$ cat config.mk
export PLATFORM = sky130hd
export DESIGN_NAME = multi_adder_pipe
export DESIGN_NICKNAME = d
export VERILOG_FILES = /design/src/rtl/multi_adder_pipe.sv
export SDC_FILE = /design/constraint.sdc
export NUM_CORES = 1
export LEC_CHECK = 0
export ABC_AREA = 0
export BUFFER_PORTS_ARGS = -buffer_cell sky130_fd_sc_hd__buf_4
export CAP_MARGIN = 20
export CORE_ASPECT_RATIO = 0.7
export CORE_MARGIN = 3
export CORE_UTILIZATION = 52
export CTS_BUF_LIST = sky130_fd_sc_hd__clkbuf_8
export DETAILED_ROUTE_END_ITERATION = 10
export PLACE_DENSITY = 0.88
export SLEW_MARGIN = 15
export SYNTH_ARGS = -nofsm -noshare
export SYNTH_HDL_FRONTEND = slang
export SYNTH_SLANG_ARGS = --single-unit
export TNS_END_PERCENT = 20
$ cat constraint.sdc
create_clock -name clk -period 2.5 [get_ports clk]
set_input_delay 0.5 -clock clk [delete_from_list [all_inputs] [get_ports clk]]
set_output_delay 0.5 -clock clk [all_outputs]
set_load 0.005 [all_outputs]
$ cat src/rtl/multi_adder_pipe.sv
// multi_adder_pipe: NUM_CH independent two-stage adder channels sharing one valid/ready
// handshake. Stage 1 forms x+y+cin; stage 2 adds the optional accumulator (the sum register
// itself) and registers sum, zero and ovf.
// Build option: define MULTI_ADDER_PIPE_SAT_EN to saturate overflowing channels to all-ones
// instead of wrapping; ovf is reported the same way in both builds.
module multi_adder_pipe #(
  parameter int unsigned NUM_CH = 2,
  parameter int unsigned WIDTH  = 8,
  parameter int unsigned SWIDTH = WIDTH + 1
) (
  input  logic                     clk,
  input  logic                     rst,
  input  logic                     in_valid,
  output logic                     in_ready,
  input  logic [NUM_CH*WIDTH-1:0]  x,
  input  logic [NUM_CH*WIDTH-1:0]  y,
  input  logic [NUM_CH-1:0]        cin,
  input  logic                     acc_mode,
  input  logic                     acc_clr,
  output logic                     out_valid,
  input  logic                     out_ready,
  output logic [NUM_CH*SWIDTH-1:0] sum,
  output logic [NUM_CH-1:0]        zero,
  output logic [NUM_CH-1:0]        ovf
);

  localparam int unsigned PW = WIDTH + 1;
  // One bit wider than the larger addend so the accumulate add never truncates.
  localparam int unsigned TW = ((SWIDTH > PW) ? SWIDTH : PW) + 1;

  logic                           en;
  logic                           v1_q;
  logic                           mode_q;
  logic                           clr_q;
  logic [NUM_CH-1:0][PW-1:0]      p_q;
  logic [NUM_CH-1:0][PW-1:0]      p_d;
  logic                           out_valid_q;
  logic [NUM_CH-1:0][SWIDTH-1:0]  sum_q;
  logic [NUM_CH-1:0][SWIDTH-1:0]  sum_d;
  logic [NUM_CH-1:0]              zero_q;
  logic [NUM_CH-1:0]              zero_d;
  logic [NUM_CH-1:0]              ovf_q;
  logic [NUM_CH-1:0]              ovf_d;
  logic [NUM_CH-1:0][TW-1:0]      acc_w;
  logic [NUM_CH-1:0][TW-1:0]      t_w;

  // Whole pipeline moves together; it only stops when a result is waiting on downstream.
  assign en       = ~out_valid_q | out_ready;
  assign in_ready = en;

  // Stage 1 operand add per channel, full WIDTH+1 precision.
  always_comb begin
    p_d = '0;
    for (int i = 0; i < NUM_CH; i++) begin
      p_d[i] = PW'(x[i*WIDTH +: WIDTH]) + PW'(y[i*WIDTH +: WIDTH]) + PW'(cin[i]);
    end
  end

  // Stage 1 register: beat valid, partial sums and the beat's accumulate controls.
  always_ff @(posedge clk or posedge rst) begin
    if (rst) begin
      v1_q   <= 1'b0;
      mode_q <= 1'b0;
      clr_q  <= 1'b0;
      p_q    <= '0;
    end else if (en) begin
      v1_q   <= in_valid;
      mode_q <= acc_mode;
      clr_q  <= acc_clr;
      p_q    <= p_d;
    end
  end

  // Stage 2 add: accumulator is the held sum register, then wrap or saturate.
  always_comb begin
    acc_w  = '0;
    t_w    = '0;
    sum_d  = sum_q;
    zero_d = zero_q;
    ovf_d  = ovf_q;
    for (int i = 0; i < NUM_CH; i++) begin
      acc_w[i] = (mode_q && !clr_q) ? TW'(sum_q[i]) : '0;
      t_w[i]   = acc_w[i] + TW'(p_q[i]);
      ovf_d[i] = |t_w[i][TW-1:SWIDTH];
`ifdef MULTI_ADDER_PIPE_SAT_EN
      sum_d[i] = ovf_d[i] ? {SWIDTH{1'b1}} : t_w[i][SWIDTH-1:0];
`else
      sum_d[i] = t_w[i][SWIDTH-1:0];
`endif
      zero_d[i] = (sum_d[i] == '0);
    end
  end

  // Stage 2 register: results only update when a valid beat arrives from stage 1.
  always_ff @(posedge clk or posedge rst) begin
    if (rst) begin
      out_valid_q <= 1'b0;
      sum_q       <= '0;
      zero_q      <= '0;
      ovf_q       <= '0;
    end else if (en) begin
      out_valid_q <= v1_q;
      if (v1_q) begin
        sum_q  <= sum_d;
        zero_q <= zero_d;
        ovf_q  <= ovf_d;
      end
    end
  end

  assign out_valid = out_valid_q;
  assign sum       = sum_q;
  assign zero      = zero_q;
  assign ovf       = ovf_q;

endmodule

==> run_results.csv, run 1 <==
group,metric,value,unit
timing,fmax,388,MHz
status,failed_checks,"negative setup slack",
min_path,hp-class,"input pin to async pin",
clock_network,cts_buffer_depth,2,
yosys,synthArstFlopShare,100,%
clock_network,htree_levels,2,
global_route,grt-ovfl-total,0,
yosys,synth-seq-cells,44,
status,status,"finished, violations left",
worst_setup_path,criticalPathCategory,"flop to flop",
drt,remaining_drc_errors,0,
die,dieHeight,70.4,microns
yosys,synth_seq_area_share,35.8,%
yosys,synth_area_leader_cell,"dfrtp_1",
timing,setup_viol,2,
yosys,ys_types,45,
worst_setup_path,arrival,2.77,ns
die,fp.dieArea,0.00690,sq mm
clock_network,cts_inserted_buffers,5,
power,leakage,1.91,nW
final_layout,drive_above_1_share,25.4,%
timing,finalHoldViolCount,0,
power,pwr-share-comb,45.9,%
placed_design,numPortBuffers,63,
clock_network,cts_tree,"built",
run,maxCapViolations,0,
yosys,yosys_most_used_dff,"dfrtp_1",
yosys,synth_area_leaders,"dfrtp_1 36%, ha_1 13%, nand2_1 4.4%",
power,netSwitchingPower,0.00112,W
clock_network,postCtsSetupRepairBufs,0,
drt,postRouteAntennaNets,0,
yosys,synth_area,0.00308,sq mm
final_layout,antennaDiodeCount,0,
yosys,synthTopCellsByCount,"44 x dfrtp_1, 36 x nand2_1, 32 x ha_1",
power,p_int,0.00199,W
worst_setup_path,start_kind,"flop",
placed_design,place_congestion,0.891,
global_route,grt_pass1_vias,2443,
die,rows,22,
timing,worst_pin_slew,0.602,ns
timing,period_needed,2.58,ns
yosys,yosys_warnings,0,
worst_setup_path,r2r-start,"mode_q",
placed_design,preCtsSetupSlack,-0.171,ns
global_route,antenna_found_initial,0,
drt,drt_wl_total,7.08,mm
timing,drv_slew,0,
final_layout,area_delta_synth_final,24.6,%
final_layout,fin_nets,483,
die,die_x,98.0,microns
power,peakVddDrop,277,uV
placed_design,dp.final_hpwl,5.49,mm
drt,wl_per_cell,14.8,microns
global_route,grt_usage,21.0,%
yosys,netlist_instances,331,
drt,viasPerCell,5.42,
clock_network,clk_pin_slew,0.08,ns
clock_network,cts.sinks,44,
final_layout,n_fill_cell,435,
timing,rsz0062_at_grt,"true",
clock_network,root_buffer,"clkbuf_8",
timing,post-route-period-util,103,%
yosys,syn-num-nets,409,
drt,vias,2589,
power,power.total,0.00312,W
yosys,avgSynthCellArea,9.30,sq um
die,initial_core_util,56.2,%
die,ioPinCount,64,
timing,slew_headroom,59.8,%
final_layout,post-route-util,70.1,%
global_route,grt_max_degree,45,
timing,clock_skew,0.00403,ns
power,powerDensity,812,mW/mm^2
power,p_sw_share,36.0,%
power,seqPwrFrac,37.0,%
yosys,netlist.area_leader.share,35.8,%
drt,drt-initial-drc-count,135,
clock_network,insertion_delay,0.29,ns
die,coreArea,0.00548,sq mm
placed_design,placed_cell_area,0.00370,sq mm
yosys,yosysMostFrequentCell,"dfrtp_1",
timing,worst_slack,-0.0766,ns
yosys,synth_edf_count,0,
worst_setup_path,crit_start,"mode_q",
worst_setup_path,crit_fanout,6,
drt,dr.pass1.iters,4,
global_route,grt_pass1_wl,11.9,mm
power,power_frac_clock,17.2,%
worst_setup_path,cp.required,2.69,ns
worst_setup_path,end_kind,"flop",
final_layout,stdcell_area,0.00384,sq mm
## worst max-delay path, cell delays in order (launching register included)
cell	delay, ns
dfrtp_1	0.39
nor2b_4	0.15
and2_1	0.16
ha_2	0.19
fa_2	0.36
a21o_1	0.19
a221o_1	0.32
nor3_2	0.12
o21bai_1	0.10
xor2_1	0.17
o41ai_2	0.33
## what timing repair did
| item | 4_1_cts | 5_1_grt |
|---|---|---|
| gates resized for setup | 5 | 2 |
| pin swaps | 3 | 0 |
| hold buffers | 0 | 0 |
| gates cloned | 0 | 0 |
| endpoints found under the setup margin | 5 | 7 |
## through the flow
stage / hold WS [ns] / setup TNS, ns / instances
after floorplan: 0.431 / 0 / 331
after global placement: 0.443 / -0.143 / 470
after detailed placement: 0.458 / -0.424 / 470
after CTS: 0.366 / -0.0249 / 478
after global routing: 0.389 / -0.636 / 478
final: 0.346 / -0.112 / 478
## cells by family after synthesis
logic type / Yosys count / share of synthesized area (%)
flops: 44 / 35.8
compound gates: 79 / 16.9
mux: 10 / 3.62
buf+inv: 29 / 3.58
simple gates: 113 / 18.1
xor+xnor: 18 / 5.12
fa+ha+maj: 38 / 16.9
## worst paths after layout
| check | endpoint | slack [ns] | cells after the start |
|---|---|---|---|
| worst min register to register | zero[0] | 0.51 | 1 |
| min in group clk | v1_q | 0.43 | 3 |
| max in group asynchronous | p_q[14] | 1.77 | 3 |
| worst max register to register | zero[1] | -0.08 | 10 |
| worst min-delay path | ovf[0] | 0.35 | 3 |
| worst max-delay path | zero[1] | -0.08 | 10 |
## power groups by stage
stage                     Sequential (W)  Combinational [W]  Clock, W
after global routing             0.00118            0.00160  0.000594
after floorplan                  0.00110           0.000853         0
after CTS                        0.00115            0.00141  0.000546
after detailed placement         0.00116            0.00140         0
final                            0.00115            0.00143  0.000535
after global placement           0.00115            0.00135         0
## area by class of cell
class	count	area, sq um	area share [%]
clock buffers	5	68.8	1.79
well taps	72	90.1	2.35
multi-input cells	258	1890	49.3
repair buffers	75	563	14.7
inverters	21	78.8	2.05
clock inverters	3	42.5	1.11
flip-flops and latches	44	1100	28.7
## registers in the layout (all words and copies together), names as in the netlist
| signal | cells |
|---|---|
| mode_q | 1 |
| sum | 18 |
| out_valid | 1 |
| clr_q | 1 |
| v1_q | 1 |
| zero | 2 |
| p_q | 18 |
| ovf | 2 |
## layer usage
layer  vias up  routed length [microns]  GRT usage (%)
li1       1312                        -              -
met1      1196                     3530           32.9
met2        75                     3060           30.2
met3         6                      451           4.39
met4         0                       39           3.07
met5         -                        0              0
## layout by cell type, fill, tap and decap left out, drive strengths merged, types with 6 or more instances in the layout
master / count
buf: 75
dfrtp: 44
nand2: 36
ha: 32
nor2: 24
o21ai: 23
inv: 20
and2: 18
a21oi: 17
nor3: 11
xor2: 10
o21a: 9
mux2: 9
xnor2: 8
o31ai: 7
fa: 6
Note: power is estimated with default switching activity, not from simulation.
==> run 2: changes to the inputs <==
--- a/config.mk
+++ b/config.mk
@@ -10,10 +10,9 @@
 export CAP_MARGIN = 20
 export CORE_ASPECT_RATIO = 0.7
 export CORE_MARGIN = 3
-export CORE_UTILIZATION = 52
-export CTS_BUF_LIST = sky130_fd_sc_hd__clkbuf_8
+export CORE_UTILIZATION = 50
 export DETAILED_ROUTE_END_ITERATION = 10
-export PLACE_DENSITY = 0.88
+export PLACE_DENSITY = 0.86
 export SLEW_MARGIN = 15
 export SYNTH_ARGS = -nofsm -noshare
 export SYNTH_HDL_FRONTEND = slang
==> run_results.csv, run 2 (synthesized netlist as in run 1, its figures left out) <==
group,metric,value,unit
status,status,"finished, violations left",
status,failed_checks,"negative setup slack",
global_route,grt-ovfl-total,0,
clock_network,cts.sinks,44,
clock_network,hold_buffers,0,
worst_setup_path,cp_slowest_cell,"dfrtp_1",
die,ioPinCount,64,
worst_setup_path,crit_fanout,4,
drt,drt_wl_total,7.14,mm
power,powerDensity,818,mW/mm^2
timing,finalHoldViolCount,0,
worst_setup_path,slowest_delay,0.39,ns
placed_design,numPortBuffers,63,
timing,setup_tns,-0.104,ns
worst_setup_path,path_cells,"nor2b_4 -> and2_4 -> ha_4 -> fa_2 -> a21o_1 -> a221o_1 -> nor2_2 -> xor2_2 -> nand4_1 -> o41ai_2",
clock_network,cts_inserted_buffers,5,
power,p_int,0.00204,W
die,rows,23,
drt,postRouteAntennaNets,0,
timing,rsz0062_at_grt,"true",
power,p_sw_share,36.0,%
timing,post-route-period-util,103,%
timing,slew_headroom,59.2,%
timing,setup_viol,2,
worst_setup_path,start_kind,"flop",
global_route,grt_max_degree,45,
clock_network,cts_tree,"built",
placed_design,place_congestion,0.874,
worst_setup_path,reg2regPathDepth,10,
die,fp.dieArea,0.00715,sq mm
worst_setup_path,crit_start,"mode_q",
power,seqPwrFrac,36.1,%
timing,worst_pin_slew,0.612,ns
worst_setup_path,r2r_setup_slack,-0.07,ns
worst_setup_path,crit_family,"compound AO/OA/AOI/OAI gates",
die,dieHeight,71.7,microns
global_route,grt_usage,19.9,%
power,pwr-share-comb,45.9,%
worst_setup_path,r2r-end,"zero[1]",
die,die_x,99.8,microns
timing,worst_slack,-0.0732,ns
clock_network,clk_pin_slew,0.09,ns
worst_setup_path,r2r-start,"mode_q",
drt,drt-initial-drc-count,88,
die,coreArea,0.00584,sq mm
drt,wl_per_cell,14.8,microns
drt,vias,2668,
final_layout,antennaDiodeCount,0,
worst_setup_path,criticalPathCategory,"flop to flop",
drt,dr.pass1.iters,4,
worst_setup_path,arrival,2.77,ns
timing,clock_skew,0.00491,ns
clock_network,htree_levels,2,
clock_network,cts_buffer_depth,2,
run,maxCapViolations,0,
timing,drv_slew,0,
worst_setup_path,path_buf_inv,0,
power,leakage,1.93,nW
clock_network,postCtsSetupRepairBufs,0,
clock_network,insertion_delay,0.30,ns
global_route,grt_pass1_vias,2450,
die,initial_core_util,52.7,%
final_layout,layout_common_cells,"74 x buf_4, 44 x dfrtp_1, 36 x nand2_1",
worst_setup_path,end_kind,"flop",
drt,viasPerCell,5.55,
global_route,grt_pass1_wl,11.5,mm
power,peakVddDrop,341,uV
placed_design,dp.final_hpwl,5.57,mm
power,power.total,0.00319,W
power,netSwitchingPower,0.00115,W
final_layout,fin_nets,483,
final_layout,mostFrequentLayoutCell,"buf_4",
timing,period_needed,2.57,ns
drt,remaining_drc_errors,0,
power,power_frac_clock,18.0,%
worst_setup_path,cp.required,2.70,ns
timing,fmax,389,MHz
clock_network,root_buffer,"clkbuf_8",
final_layout,area_delta_synth_final,26.6,%
global_route,antenna_found_initial,0,
min_path,hp-class,"input pin to async pin",
final_layout,drive_above_1_share,26.4,%
[run 2: cell count changes in the layout (fill, tap and decap cells not counted), sizes merged]
cell	previous run	this run
clkbuf	5	6
clkinvlp	1	0
[run 2: cell type report]
type | count | area (sq um)
fillers | 465 | 1940
multi-input cells | 258 | 1940
flip-flops and latches | 44 | 1100
repair buffers | 75 | 567
well taps | 75 | 93.8
clock buffers | 6 | 82.6
inverters | 21 | 78.8
clock inverters | 2 | 38.8
[run 2: worst max-delay path by stage]
stage	to	slack, ns	cells after the start
2_1_floorplan	zero[1]	0.003	10
3_3_place_gp	zero[1]	-0.002	10
3_5_place_dp	zero[1]	-0.10	10
4_1_cts	zero[1]	-0.11	10
5_1_grt	zero[1]	-0.17	10
6_report	zero[1]	-0.07	10
[run 2: layer usage]
metal	GRT usage, %	vias up	part of all wire (%)
met5	0	-	0
met4	4.24	0	1.1
met3	4.47	9	6.4
met2	30.0	79	44
met1	29.4	1281	49
li1	-	1299	-
[run 2: what timing repair did]
| item | CTS | global route |
|---|---|---|
| resized for setup | 5 | 10 |
| setup endpoints to repair | 5 | 7 |
| pin swaps | 4 | 1 |
[run 2: tightest hold or removal path: cells and delay by family]
| family | cells | cell delay (ns) |
|---|---|---|
| buffers and inverters | 3 | 0.60 |
[run 2: power groups by stage]
stage                     Clock, W  Sequential [W]  Combinational [W]
after floorplan                  0         0.00110           0.000853
after global placement           0         0.00115            0.00133
after detailed placement         0         0.00116            0.00139
after CTS                 0.000582         0.00115            0.00141
after global routing      0.000604         0.00118            0.00162
final                     0.000574         0.00115            0.00146
[run 2: stage by stage]
| step | std cells | setup slack, ns | utilization, % | hold slack (ns) | area [sq um] |
|---|---|---|---|---|---|
| 2_1_floorplan | 331 | 0.00260 | - | 0.431 | 3080 |
| 3_3_place_gp | 473 | -0.00189 | 63.4 | 0.445 | 3700 |
| 3_5_place_dp | 473 | -0.103 | 63.4 | 0.454 | 3700 |
| 4_1_cts | 481 | -0.110 | 65.7 | 0.358 | 3840 |
| 5_1_grt | 481 | -0.166 | 66.7 | 0.399 | 3900 |
| 6_report | 481 | -0.0732 | 66.7 | 0.337 | 3900 |
==> run 3: changes to the inputs <==
--- a/config.mk
+++ b/config.mk
@@ -5,12 +5,12 @@
 export SDC_FILE = /design/constraint.sdc
 export NUM_CORES = 1
 export LEC_CHECK = 0
-export ABC_AREA = 0
+export ABC_AREA = 1
 export BUFFER_PORTS_ARGS = -buffer_cell sky130_fd_sc_hd__buf_4
 export CAP_MARGIN = 20
 export CORE_ASPECT_RATIO = 0.7
 export CORE_MARGIN = 3
-export CORE_UTILIZATION = 50
+export CORE_UTILIZATION = 51
 export DETAILED_ROUTE_END_ITERATION = 10
 export PLACE_DENSITY = 0.86
 export SLEW_MARGIN = 15
==> run_results.csv, run 3 <==
group,metric,value,unit
placed_design,place_inst,633,
timing,setup_viol,0,
clock_network,cts_buffer_depth,2,
worst_setup_path,start_kind,"flop",
die,ioPinCount,64,
yosys,synth_area_leaders,"dfrtp_1 32%, nand2_1 17%, ha_1 12%",
global_route,grt_util_met2,33.5,%
placed_design,dp.final_hpwl,6.52,mm
drt,vias,3255,
power,power.total,0.00318,W
clock_network,cts_tree,"built",
worst_setup_path,criticalPathCategory,"flop to flop",
die,dieHeight,74.4,microns
clock_network,postCtsSetupRepairBufs,0,
yosys,syn-num-nets,561,
timing,rsz0062_at_grt,"false",
worst_setup_path,crit_family,"simple AND/OR/NAND/NOR gates",
yosys,synth-seq-cells,44,
worst_setup_path,end_kind,"flop",
timing,post-route-period-util,89.8,%
global_route,grt_usage,22.4,%
timing,fmax,445,MHz
global_route,grt_pass1_wl,14.1,mm
timing,period_needed,2.25,ns
min_path,hp-class,"input pin to async pin",
power,leakage,2.30,nW
die,die_x,104,microns
timing,drv_slew,0,
placed_design,numPortBuffers,63,
global_route,use_met3,3.82,%
yosys,netlist_instances,483,
global_route,grt_max_degree,45,
placed_design,place_congestion,0.939,
drt,viasPerCell,5.08,
yosys,yosysMostFrequentCell,"nand2_1",
clock_network,htree_levels,2,
yosys,synthTopCellsByCount,"155 x nand2_1, 75 x inv_1, 44 x dfrtp_1",
yosys,synth_area,0.00341,sq mm
final_layout,antennaDiodeCount,0,
final_layout,mostFrequentLayoutCell,"nand2_1",
drt,dr.pass1.iters,4,
global_route,grt-ovfl-total,0,
worst_setup_path,cp.required,2.71,ns
timing,worst_pin_slew,0.550,ns
drt,remaining_drc_errors,0,
final_layout,final_cell_count_no_fill,641,
drt,drt-initial-drc-count,166,
clock_network,cts.sinks,44,
global_route,met1_usage,34.2,%
yosys,ys_types,32,
final_layout,post-route-util,64.3,%
timing,setup_tns,0,ns
global_route,grt_pass1_vias,3018,
drt,wl_per_cell,12.6,microns
power,powerDensity,776,mW/mm^2
worst_setup_path,path_cells,"nor2_1 -> clkinv_1 -> nor2_1 -> ha_1 -> inv_1 -> fa_1 -> inv_1 -> nand3_1 -> nand2_1 -> nand2_1 -> nand3_1 -> nand2_1 -> o21ai_0",
yosys,synthArstFlopShare,100,%
final_layout,fin_nets,627,
clock_network,cts_inserted_buffers,5,
final_layout,drive_above_1_share,16.9,%
timing,slew_headroom,63.3,%
worst_setup_path,crit_path_frequent_cell,"nand2_1",
clock_network,root_buffer,"clkbuf_8",
run,maxCapViolations,0,
final_layout,area_delta_synth_final,20.0,%
worst_setup_path,cp_slowest_cell,"fa_1",
yosys,yosys_most_used_dff,"dfrtp_1",
drt,postRouteAntennaNets,0,
clock_network,cts-resized-gates,0,
power,peakVddDrop,339,uV
global_route,busiest_layer,"met1",
worst_setup_path,crit_fanout,4,
yosys,yosys_warnings,0,
yosys,synth_edf_count,0,
die,coreArea,0.00637,sq mm
die,initial_core_util,53.6,%
worst_setup_path,path_buf_inv,3,
yosys,synth_seq_area_share,32.3,%
die,rows,24,
status,status,"complete, no violations",
timing,clock_skew,0.00190,ns
yosys,synth_area_leader_cell,"dfrtp_1",
die,fp.dieArea,0.00773,sq mm
clock_network,clk_pin_slew,0.08,ns
worst_setup_path,arrival,2.45,ns
clock_network,hold_buffers,0,
drt,drt_wl_total,8.11,mm
worst_setup_path,slowest_delay,0.40,ns
yosys,avgSynthCellArea,7.07,sq um
global_route,antenna_found_initial,0,
timing,finalHoldViolCount,0,
yosys,netlist.area_leader.share,32.3,%
final_layout,layout_common_cells,"155 x nand2_1, 74 x inv_1, 67 x buf_4",
clock_network,insertion_delay,0.30,ns
[run 3: changes by cell type after synthesis, moves of 11 or more]
cell	delta
nand2_1	+119
and2_1	-18
nand4_1	+11
nor2_1	+11
inv_1	+55
nand3_1	+29
[run 3: worst min-delay path, stage by stage]
cell,delay (ns)
buf_4,0.11
clkinv_1,0.03
buf_4,0.44
[run 3: report_power, final]
group / internal, W / total [W] / leakage [nW] / switching, W
Clock: 0.000296 / 0.000547 / 0.0541 / 0.000251
Sequential: 0.000936 / 0.00111 / 0.534 / 0.000178
Combinational: 0.000659 / 0.00152 / 1.71 / 0.000859
[run 3: metrics by stage]
| stage | area (sq um) | hold WS [ns] | worst slack (ns) |
|---|---|---|---|
| 6_report | 4100 | 0.326 | 0.254 |
| 5_1_grt | 4100 | 0.375 | 0.00360 |
| 4_1_cts | 4100 | 0.353 | 0.270 |
| 3_5_place_dp | 3980 | 0.467 | 0.297 |
| 3_3_place_gp | 3980 | 0.460 | 0.376 |
| 2_1_floorplan | 3410 | 0.443 | 0.432 |
[run 3: final timing paths]
kind                           from  endpoint  slack [ns]  depth (start not counted)
setup reg to reg              clr_q    sum[8]        0.25                         13
hold / removal                  rst    ovf[0]        0.33                          3
hold reg to reg               clr_q     clr_q        0.49                          2
max in group asynchronous       rst   p_q[15]        1.79                          3
setup / recovery              clr_q    sum[8]        0.25                         13
min in group clk           in_valid      v1_q        0.41                          3
[run 3: per-layer routing]
metal | share of wire (%) | wire [microns] | vias up
li1 | - | - | 1669
met1 | 51 | 4150 | 1446
met2 | 41 | 3300 | 131
met3 | 7.2 | 581 | 9
met4 | 0.86 | 70 | 0
met5 | 0 | 0 | -
[run 3: cell families after synthesis]
| kind of cell | synth area share (%) |
|---|---|
| flops | 32.3 |
| simple gates | 32.1 |
| buf+inv | 10.0 |
| fa+ha+maj | 15.2 |
| compound gates | 9.35 |
| xor+xnor | 1.03 |
[run 3: area by class of cell]
class / instances / area (sq um)
Multi-Input combinational cell: 352 / 1970
Sequential cell: 44 / 1100
Timing Repair Buffer: 67 / 503
Clock inverter: 3 / 42.5
Inverter: 79 / 297
Tap cell: 91 / 114
Fill cell: 580 / 2270
Clock buffer: 5 / 68.8
